$ cat src/rtl/spi_seq_pkg.sv
// Shared types and constants for the SPI transaction sequencer.
// Holds the FSM state enum and the drain timeout helper.
package spi_seq_pkg;

   typedef enum logic [3:0] {
      S_DRAIN,
      S_IDLE,
      S_SETUP,
      S_LOAD,
      S_KICK,
      S_WAIT_LO,
      S_WAIT_HI,
      S_HOLD,
      S_GAP
   } state_e;

   localparam int CNT_W = 16;

   // Worst-case length of a core transfer left running across reset.
   function automatic int drain_max(input int dw);
      return 10 * dw + 8;
   endfunction

endpackage

$ cat src/rtl/spi_delay_cnt.sv
// Loadable down-counter with a zero flag.
// Shared by the setup, hold, gap and drain timers.
module spi_delay_cnt #(
   parameter int           W       = 16,
   parameter logic [W-1:0] RST_VAL = '0
) (
   input  logic         clk_i,
   input  logic         rst_i,
   input  logic         load_i,
   input  logic [W-1:0] load_val_i,
   input  logic         dec_i,
   output logic         zero_o
);

   logic [W-1:0] cnt_q;
   logic [W-1:0] cnt_d;

   // Load has priority; decrement saturates at zero.
   always_comb begin
      cnt_d = cnt_q;
      if (load_i)
         cnt_d = load_val_i;
      else if (dec_i && cnt_q != '0)
         cnt_d = cnt_q - W'(1);
   end

   // Counter register.
   always_ff @(posedge clk_i or posedge rst_i) begin
      if (rst_i)
         cnt_q <= RST_VAL;
      else
         cnt_q <= cnt_d;
   end

   assign zero_o = (cnt_q == '0);

endmodule

$ cat src/rtl/spi_xfer_seq.sv
// Frames multi-word SPI transactions around the byte-wide master core.
// Owns slave select timing and the core's cs/wr/din strobes.
module spi_xfer_seq
   import spi_seq_pkg::*;
#(
   parameter int DWIDTH   = 8,
   parameter int NUM_SS   = 2,
   parameter int LEN_W    = 8,
   parameter int CS_SETUP = 2,
   parameter int CS_HOLD  = 2,
   parameter int CS_IDLE  = 2,
   localparam int SEL_W   = (NUM_SS > 1) ? $clog2(NUM_SS) : 1
) (
   input  logic              clk_i,
   input  logic              rst_i,
   input  logic              start_i,
   input  logic [SEL_W-1:0]  ss_sel_i,
   input  logic [LEN_W-1:0]  len_i,
   input  logic [DWIDTH-1:0] tx_data_i,
   input  logic              tx_valid_i,
   output logic              tx_ready_o,
   output logic [DWIDTH-1:0] rx_data_o,
   output logic              rx_valid_o,
   output logic              busy_o,
   output logic              done_o,
   output logic [NUM_SS-1:0] ss_n_o,
   output logic              core_cs_o,
   output logic              core_wr_o,
   output logic              core_rd_o,
   output logic [DWIDTH-1:0] core_din_o,
   input  logic [DWIDTH-1:0] core_dout_i,
   input  logic              core_done_i
);

   localparam logic [CNT_W-1:0] DRAIN_LD = CNT_W'(drain_max(DWIDTH) - 1);
   localparam logic [CNT_W-1:0] SETUP_LD = CNT_W'(CS_SETUP - 1);
   localparam logic [CNT_W-1:0] HOLD_LD  = CNT_W'(CS_HOLD - 1);
   localparam logic [CNT_W-1:0] IDLE_LD  = CNT_W'(CS_IDLE - 1);

   state_e            state_q, state_d;
   logic [LEN_W-1:0]  rem_q, rem_d;
   logic [NUM_SS-1:0] ss_n_q, ss_n_d;
   logic [DWIDTH-1:0] din_q, din_d;
   logic [DWIDTH-1:0] rx_data_q, rx_data_d;
   logic              rx_valid_q, rx_valid_d;
   logic              done_q, done_d;

   logic              cnt_load;
   logic [CNT_W-1:0]  cnt_val;
   logic              cnt_dec;
   logic              cnt_zero;
   logic              sel_ok;
   logic [NUM_SS-1:0] sel_mask;

   spi_delay_cnt #(
      .W       (CNT_W),
      .RST_VAL (DRAIN_LD)
   ) u_cnt (
      .clk_i      (clk_i),
      .rst_i      (rst_i),
      .load_i     (cnt_load),
      .load_val_i (cnt_val),
      .dec_i      (cnt_dec),
      .zero_o     (cnt_zero)
   );

   // Next-state, timer control and datapath updates.
   always_comb begin
      state_d    = state_q;
      rem_d      = rem_q;
      ss_n_d     = ss_n_q;
      din_d      = din_q;
      rx_data_d  = rx_data_q;
      rx_valid_d = 1'b0;
      done_d     = 1'b0;
      cnt_load   = 1'b0;
      cnt_val    = '0;
      cnt_dec    = 1'b0;
      sel_ok     = (32'(ss_sel_i) < NUM_SS);
      sel_mask   = ~(NUM_SS'(1) << ss_sel_i);
      unique case (state_q)
         S_DRAIN: begin
            if (core_done_i || cnt_zero)
               state_d = S_IDLE;
            else
               cnt_dec = 1'b1;
         end
         S_IDLE: begin
            if (start_i) begin
               if (len_i == '0 || !sel_ok) begin
                  done_d   = 1'b1;
                  state_d  = S_GAP;
                  cnt_load = 1'b1;
                  cnt_val  = IDLE_LD;
               end else begin
                  rem_d    = len_i;
                  ss_n_d   = sel_mask;
                  state_d  = S_SETUP;
                  cnt_load = 1'b1;
                  cnt_val  = SETUP_LD;
               end
            end
         end
         S_SETUP: begin
            if (cnt_zero)
               state_d = S_LOAD;
            else
               cnt_dec = 1'b1;
         end
         S_LOAD: begin
            if (tx_valid_i) begin
               din_d   = tx_data_i;
               state_d = S_KICK;
            end
         end
         S_KICK: begin
            state_d = S_WAIT_LO;
         end
         S_WAIT_LO: begin
            if (!core_done_i)
               state_d = S_WAIT_HI;
         end
         S_WAIT_HI: begin
            if (core_done_i) begin
               rx_data_d  = core_dout_i;
               rx_valid_d = 1'b1;
               rem_d      = rem_q - LEN_W'(1);
               if (rem_q == LEN_W'(1)) begin
                  state_d  = S_HOLD;
                  cnt_load = 1'b1;
                  cnt_val  = HOLD_LD;
               end else begin
                  state_d = S_LOAD;
               end
            end
         end
         S_HOLD: begin
            if (cnt_zero) begin
               ss_n_d   = '1;
               done_d   = 1'b1;
               state_d  = S_GAP;
               cnt_load = 1'b1;
               cnt_val  = IDLE_LD;
            end else begin
               cnt_dec = 1'b1;
            end
         end
         S_GAP: begin
            if (cnt_zero)
               state_d = S_IDLE;
            else
               cnt_dec = 1'b1;
         end
         default: state_d = S_DRAIN;
      endcase
   end

   // State and registered outputs; reset restarts in drain.
   always_ff @(posedge clk_i or posedge rst_i) begin
      if (rst_i) begin
         state_q    <= S_DRAIN;
         rem_q      <= '0;
         ss_n_q     <= '1;
         din_q      <= '0;
         rx_data_q  <= '0;
         rx_valid_q <= 1'b0;
         done_q     <= 1'b0;
      end else begin
         state_q    <= state_d;
         rem_q      <= rem_d;
         ss_n_q     <= ss_n_d;
         din_q      <= din_d;
         rx_data_q  <= rx_data_d;
         rx_valid_q <= rx_valid_d;
         done_q     <= done_d;
      end
   end

   assign tx_ready_o = (state_q == S_LOAD);
   assign core_cs_o  = (state_q == S_KICK);
   assign core_wr_o  = (state_q == S_KICK);
   assign core_rd_o  = 1'b0;
   assign core_din_o = din_q;
   assign busy_o     = (state_q != S_IDLE);
   assign ss_n_o     = ss_n_q;
   assign rx_data_o  = rx_data_q;
   assign rx_valid_o = rx_valid_q;
   assign done_o     = done_q;

endmodule

$ cat config.mk
export PLATFORM = sky130hd
export DESIGN_NAME = spi_xfer_seq
export DESIGN_NICKNAME = d
export VERILOG_FILES = /design/src/rtl/spi_seq_pkg.sv /design/src/rtl/spi_delay_cnt.sv /design/src/rtl/spi_xfer_seq.sv
export SDC_FILE = /design/constraint.sdc
export NUM_CORES = 1
export LEC_CHECK = 0
export ABC_AREA = 0
export BUFFER_PORTS_ARGS = -buffer_cell sky130_fd_sc_hd__buf_2
export CORE_ASPECT_RATIO = 0.6
export CORE_UTILIZATION = 35
export CTS_CLUSTER_SIZE = 12
export DETAILED_ROUTE_END_ITERATION = 10
export GPL_TIMING_DRIVEN = 0
export SYNTH_ARGS = -nofsm -noshare
export SYNTH_HDL_FRONTEND = slang
export SYNTH_SLANG_ARGS = --single-unit
$ cat constraint.sdc
create_clock -name clk_i -period 6.28 [get_ports clk_i]
set_clock_uncertainty 0.05 [all_clocks]
set_input_delay 1.57 -clock clk_i [delete_from_list [all_inputs] [get_ports clk_i]]
set_output_delay 1.57 -clock clk_i [all_outputs]
set_load 0.05 [all_outputs]
==> results of run 1 <==
[cell usage after synthesis, types with 2 or more instances]
master | instances | area, um^2
a211oi_1 | 2 | 15.0
a21oi_1 | 11 | 55.1
a22oi_1 | 2 | 15.0
buf_2 | 2 | 10.0
buf_4 | 5 | 37.5
clkbuf_1 | 4 | 15.0
dfrtp_1 | 41 | 1030
dfstp_2 | 7 | 184
ha_1 | 4 | 50.1
inv_1 | 9 | 33.8
mux2_2 | 16 | 180
mux2i_1 | 4 | 40.0
nand2_1 | 14 | 52.6
nand2b_1 | 3 | 18.8
nand3_1 | 6 | 30.0
nand4_1 | 3 | 18.8
nand4b_1 | 2 | 17.5
nor2_1 | 26 | 97.6
nor2b_1 | 3 | 18.8
nor3_1 | 10 | 50.1
nor3b_1 | 2 | 15.0
nor4_1 | 4 | 25.0
nor4b_1 | 2 | 17.5
o211ai_1 | 3 | 22.5
o21a_1 | 2 | 15.0
o21ai_0 | 17 | 85.1
o22ai_1 | 3 | 18.8
o311ai_0 | 3 | 26.3
o31ai_1 | 2 | 15.0
or2_2 | 2 | 12.5
or3_1 | 3 | 18.8
or4_1 | 3 | 22.5
or4b_2 | 2 | 20.0
xor2_1 | 6 | 52.6
[registers in the layout (all words and copies together) (netlist names)]
name and cells:
u_cnt.cnt_q 16, rx_valid_o 1, ss_n_o 2, rem_q 8, done_o 1, core_din_o 8
rx_data_o 8, state_q 4
[metrics by stage]
| step | worst slack, ns | total power [mW] |
|---|---|---|
| 2_1_floorplan | 1.96 | 1.23 |
| 3_3_place_gp | 2.74 | 1.41 |
| 3_5_place_dp | 2.70 | 1.43 |
| 4_1_cts | 2.66 | 1.70 |
| 5_1_grt | 2.46 | 1.81 |
| 6_report | 2.65 | 1.68 |
[logic make-up after synthesis]
group,after synthesis
AND/OR/NAND/NOR,92
buffers and inverters,20
flip-flops,48
AO/OA/AOI/OAI,53
multiplexers,20
other,1
adder cells (fa/ha/maj),4
XOR/XNOR,7
[final timing paths]
kind	startpoint	end	slack [ns]	cells after the start
max	state_q[3]	busy_o	2.65	4
min	u_cnt.cnt_q[10]	u_cnt.cnt_q[10]	0.44	1
max reg2reg	state_q[0]	rem_q[0]	3.54	7
min reg2reg	u_cnt.cnt_q[10]	u_cnt.cnt_q[10]	0.44	1
max in group asynchronous	rst_i	u_cnt.cnt_q[0]	4.50	3
min in group asynchronous	rst_i	u_cnt.cnt_q[9]	1.14	2
[metal layers]
metal,part of all wire (%),wire [um],up-vias
met1,54,2980,964
li1,-,-,1015
met3,5.8,317,7
met4,0.95,52,0
met5,0,0,-
met2,39,2150,49
[final cells by class]
class                      count  area share, %
buffer                        11           2.06
tap                           87           3.58
multi-input combinational    177           39.6
clock buffer                   8           4.48
timing repair buffer          54           9.38
sequential                    48           39.8
inverter                       9           1.11
[power breakdown]
part           leakage [nW]  total, mW  switching (mW)  internal [mW]
sequential            0.591      0.568           0.109          0.459
clock                0.0652      0.256           0.108          0.148
combinational         0.730      0.856           0.561          0.295
total                  1.39       1.68           0.778          0.902
[worst max-delay path, stage by stage, from the launching register on]
cell,delay (ns)
dfrtp_1,0.39
buf_2,0.18
nor4b_1,0.66
inv_1,0.22
buf_2,0.27
==> impl_metrics.json, run 1 <==
{
  "route.antenna.remaining_nets": 0,
  "flops_latches_synth": 48,
  "mostFrequentLayoutCell": "buf_2",
  "use_met3_pct": 4.58,
  "insertion_delay_to_the_later_sink_of_the_worst_skew_pair_ns": 0.29,
  "power.static_leakage_nw": 1.39,
  "clk_pin_slew_worst_paths_ns": 0.06,
  "floorplan.die.width_um": 111,
  "avgSynthCellArea_um2": 10.2,
  "worst-path-max-fanout": 10,
  "post_synth_and_or_nand_nor_area_fraction_pct": 21.1,
  "h-tree-depth": 2,
  "synth.yosys.warnings": 0,
  "status": "finished with violations",
  "power_density_nw_per_um2": 552,
  "critPathCaptureType": "output port",
  "synth.yosys.seq_area_share_pct": 48.2,
  "finalHoldWorstSlack_ns": 0.435,
  "dp.final_hpwl_um": 4110,
  "boundaryPins": 55,
  "maxClockFrequency_mhz": 275,
  "drt-wirelength-per-cell_um": 14.0,
  "worstHoldPathType": "reg2reg",
  "die_area_um2": 7530,
  "first_global_vias": 1889,
  "critical_path_data_arrival_time_ns": 2.01,
  "post_cts_buffers": 0,
  "place_congestion": 0.804,
  "final_core_area_utilization_pct": 44.8,
  "finalHoldViolCount": 0,
  "synth_compound_gate_area_share_pct": 13.5,
  "mapped_cell_area_um2": 2510,
  "timing_max_transition_violations_final": 0,
  "design_area_um2": 3040,
  "maxSlewHeadroom_pct": 31.1,
  "vdd_ir_drop_max_mv": 0.238,
  "synth_xor_xnor_area_share_pct": 2.44,
  "critPathKind": "reg2out",
  "grt.overflow.total": 0,
  "cts_tree": "yes",
  "floorplan.initialDensity_pct": 37.0,
  "synth_top_family_by_area": "simple AND/OR/NAND/NOR gates",
  "yosysUniqueCellTypes": 51,
  "post_cts_resize_count": 0,
  "final-seq-area_um2": 1210,
  "core_area_um2": 6790,
  "synth_fa_ha_area_share_pct": 1.99,
  "grt_use_met2_pct": 21.3,
  "grt_max_degree": 41,
  "length_of_the_first_detailed_routing_pass_in_iterations": 7,
  "num_vias": 2035,
  "worst_slew_pin_slew_ns": 1.02,
  "portBuffers": 53,
  "max_cap_violations": 0,
  "number_of_nets_in_the_finished_design": 340,
  "grt_setup_unrepaired": "false",
  "area.growth.synth_to_final_pct": 21.1,
  "ys_async_sr_fraction_pct": 100,
  "most_frequent_cells_in_the_layout": "55 x buf_2, 41 x dfrtp_1, 26 x nor2_1, 17 x o21ai_0, 16 x mux2_2",
  "worstSetupStartpointType": "register",
  "holdBufCountCts": 0,
  "failed_checks": "design-rule violations",
  "setup_violations": 0,
  "wire_length_of_the_first_global_routing_pass_um": 9490,
  "place_area_um2": 2910,
  "grt_antenna_before_repair": 0,
  "grtUsageTotal_pct": 16.1,
  "remaining_drc_errors": 6,
  "drt_iter0_markers": 119,
  "drt-vias-per-instance": 5.16,
  "final_period_minus_worst_setup_slack_ns": 3.63,
  "instances_no_fill": 394,
  "syn-num-nets": 279,
  "clock_root_buffer": "clkbuf_16",
  "tritoncts_num_sinks": 48,
  "period_share_pct": 57.8,
  "antenna_cells_inserted": 0,
  "muxShareOfSynthArea_pct": 8.77,
  "synth_top_flop_cell": "dfrtp_1",
  "multiInputGateArea_um2": 1200,
  "die_h_um": 67.6,
  "dp.cells": 386,
  "setup_tns_ns": 0,
  "row_count": 23,
  "drive_gt1_share_pct": 33.2,
  "synth_edf_count": 0,
  "synthesis.instances": 245,
  "filler_cell_count": 691,
  "wp_data_required_ns": 4.66,
  "postRouteWirelength_um": 5500,
  "clk_path_buf_depth": 2,
  "met1_track_demand_over_resource_in_global_routing_pct": 24.9,
  "busiest_layer": "met1",
  "cts_buffers": 5
}
Power figures use the tool's default switching activity.
==> inputs of run 2 (changes only) <==
--- a/config.mk
+++ b/config.mk
@@ -5,7 +5,7 @@
 export SDC_FILE = /design/constraint.sdc
 export NUM_CORES = 1
 export LEC_CHECK = 0
-export ABC_AREA = 0
+export ABC_AREA = 1
 export BUFFER_PORTS_ARGS = -buffer_cell sky130_fd_sc_hd__buf_2
 export CORE_ASPECT_RATIO = 0.6
 export CORE_UTILIZATION = 35
==> constraint.sdc (replaced) <==
create_clock -name clk_i -period 3.8 [get_ports clk_i]
set_clock_uncertainty 0.05 [all_clocks]
set_input_delay 0.95 -clock clk_i [delete_from_list [all_inputs] [get_ports clk_i]]
set_output_delay 0.95 -clock clk_i [all_outputs]
set_load 0.05 [all_outputs]
==> impl_metrics.json, run 2 <==
{
  "most_frequent_cells_in_the_layout": "108 x nand2_1, 65 x nor2_1, 54 x buf_2, 41 x dfrtp_1, 40 x inv_1",
  "syn-num-nets": 424,
  "timing.critical_path.depth": 3,
  "critPathCaptureType": "output port",
  "grt_setup_unrepaired": "false",
  "drt-vias-per-instance": 4.70,
  "grtUsageTotal_pct": 17.6,
  "worst_slew_pin_slew_ns": 0.650,
  "floorplan.die.width_um": 120,
  "wire_length_of_the_first_global_routing_pass_um": 11800,
  "worstHoldPathType": "reg2reg",
  "cp_slowest_cell": "nor4_1",
  "synth_edf_count": 0,
  "first_global_vias": 2458,
  "clk_path_buf_depth": 2,
  "place_congestion": 0.875,
  "insertion_delay_to_the_later_sink_of_the_worst_skew_pair_ns": 0.29,
  "num_vias": 2632,
  "cts_buffers": 5,
  "critPathTopFamily": "simple AND/OR/NAND/NOR gates",
  "max_cap_violations": 0,
  "grt_antenna_before_repair": 0,
  "timing.rr.start": "u_cnt.cnt_q[0]",
  "length_of_the_first_detailed_routing_pass_in_iterations": 4,
  "critPathKind": "reg2out",
  "route.antenna.remaining_nets": 0,
  "area.growth.synth_to_final_pct": 20.3,
  "synth.largest_area_cell": "dfrtp_1",
  "die_area_um2": 8720,
  "mostFrequentLayoutCell": "nand2_1",
  "ys_async_sr_fraction_pct": 100,
  "synth.top_cells.by_count": "108 x nand2_1, 65 x nor2_1, 41 x dfrtp_1, 41 x inv_1, 35 x nand3_1",
  "power.static_leakage_nw": 1.89,
  "largest-register": "u_cnt.cnt_q",
  "setup_tns_ns": 0,
  "drt-wirelength-per-cell_um": 12.5,
  "worstPathBufferInverterCount": 2,
  "critical_path.startpoint": "state_q[0]",
  "final_period_minus_worst_setup_slack_ns": 2.82,
  "worstPathCellList": "nor4_1 -> buf_4 -> buf_2",
  "h-tree-depth": 2,
  "antenna_cells_inserted": 0,
  "timing.rr.end": "u_cnt.cnt_q[6]",
  "power_density_nw_per_um2": 945,
  "synth.yosys.seq_area_share_pct": 41.4,
  "pre_cts_setup_slack_ns": 1.28,
  "remaining_drc_errors": 0,
  "mapped_cell_area_um2": 2920,
  "floorplan.initialDensity_pct": 36.6,
  "post_cts_resize_count": 0,
  "period_share_pct": 74.3,
  "critical_path_data_arrival_time_ns": 1.82,
  "die_h_um": 72.7,
  "flop2flop_setup_slack_ns": 1.87,
  "post_cts_buffers": 0,
  "number_of_nets_in_the_finished_design": 485,
  "cts_tree": "yes",
  "status": "completed",
  "synth_top_flop_cell": "dfrtp_1",
  "vdd_ir_drop_max_mv": 0.533,
  "cp_slowest_stage_delay_ns": 0.61,
  "clock_root_buffer": "clkbuf_16",
  "dp.final_hpwl_um": 5370,
  "synth_top_cells_by_area": "dfrtp_1 35%, nand2_1 14%, nor2_1 8.4%",
  "synth.yosys.warnings": 0,
  "maxSlewHeadroom_pct": 56.2,
  "drt_iter0_markers": 149,
  "flops_latches_synth": 48,
  "grt_max_degree": 40,
  "clk_pin_slew_worst_paths_ns": 0.07,
  "drive_gt1_share_pct": 28.1,
  "timing_max_transition_violations_final": 0,
  "synth_top_area_share_pct": 35.1,
  "wp_data_required_ns": 2.80,
  "worst-path-max-fanout": 7,
  "tritoncts_num_sinks": 48,
  "worstSetupEndpoint": "core_wr_o",
  "largest_reg_flops": 16,
  "setup_violations": 0,
  "synthMostInstantiatedCell": "nand2_1",
  "row_count": 25,
  "avgSynthCellArea_um2": 7.48,
  "finalWorstSetupSlack_ns": 0.977,
  "worstRegToRegCells": 10,
  "grt.overflow.total": 0,
  "synthesis.instances": 390,
  "worstSetupStartpointType": "register",
  "yosysUniqueCellTypes": 30,
  "finalHoldWorstSlack_ns": 0.408,
  "portBuffers": 53,
  "holdBufCountCts": 0,
  "boundaryPins": 55,
  "postRouteWirelength_um": 7020,
  "maxClockFrequency_mhz": 354,
  "core_area_um2": 7980,
  "finalHoldViolCount": 0
}
-- run 2: how the worst min path moves through the flow --
stage                 to  cells past startpoint  slack, ns      start
2_1_floorplan   rem_q[7]                      2       0.41   rem_q[7]
3_3_place_gp   ss_n_o[1]                      2       0.40  ss_n_o[1]
3_5_place_dp   ss_n_o[1]                      2       0.40  ss_n_o[1]
4_1_cts        ss_n_o[1]                      2       0.41  ss_n_o[1]
5_1_grt        ss_n_o[1]                      2       0.44  ss_n_o[1]
6_report       ss_n_o[1]                      2       0.41  ss_n_o[1]
-- run 2: through the flow --
stage	total power, mW	utilization, %	cell area (um^2)	std cells
final	3.32	44.0	3510	560
after global routing	3.58	44.0	3510	560
after CTS	3.33	44.0	3510	560
after detailed placement	2.80	41.9	3340	552
after global placement	2.77	41.6	3320	551
after floorplan	2.37	-	2920	390
-- run 2: kinds of logic after synthesis --
| group | count (synthesis) | share of synthesized area (%) |
|---|---|---|
| fa+ha+maj | 4 | 1.71 |
| compound gates | 19 | 4.24 |
| mux | 16 | 6.17 |
| simple gates | 248 | 37.7 |
| xor+xnor | 1 | 0.300 |
| flops | 48 | 41.4 |
| buf+inv | 53 | 8.27 |
| other cells | 1 | 0.128 |
-- run 2: routing by layer --
layer	GRT usage [%]	part of all wire (%)	vias up
li1	-	-	1348
met1	26.6	54	1197
met2	24.4	37	80
met3	4.30	7.9	7
met4	5.42	1.2	0
met5	0	0	-
-- run 2: power by group --
group / total, mW / switching (mW) / leakage (nW) / internal (mW)
Clock: 0.514 / 0.201 / 0.0840 / 0.313
Sequential: 0.928 / 0.168 / 0.594 / 0.759
Combinational: 1.88 / 1.30 / 1.21 / 0.582
-- run 2: cell type report --
cell class                      count  area (um^2)
Buffer                              9         76.3
Clock buffer                        5          125
Clock inverter                      3         47.5
Fill cell                         818         4460
Inverter                           44          165
Multi-Input combinational cell    289         1470
Sequential cell                    48         1210
Tap cell                          108          135
Timing Repair Buffer               54          285
-- run 2: worst reg2reg max path: cells and delay by family (launching register included) --
| kind | cells | cell delay [ns] |
|---|---|---|
| adders and majority gates | 1 | 0.23 |
| DFF | 1 | 0.54 |
| buffers and inverters | 2 | 0.26 |
| and+or+nand+nor | 7 | 0.78 |
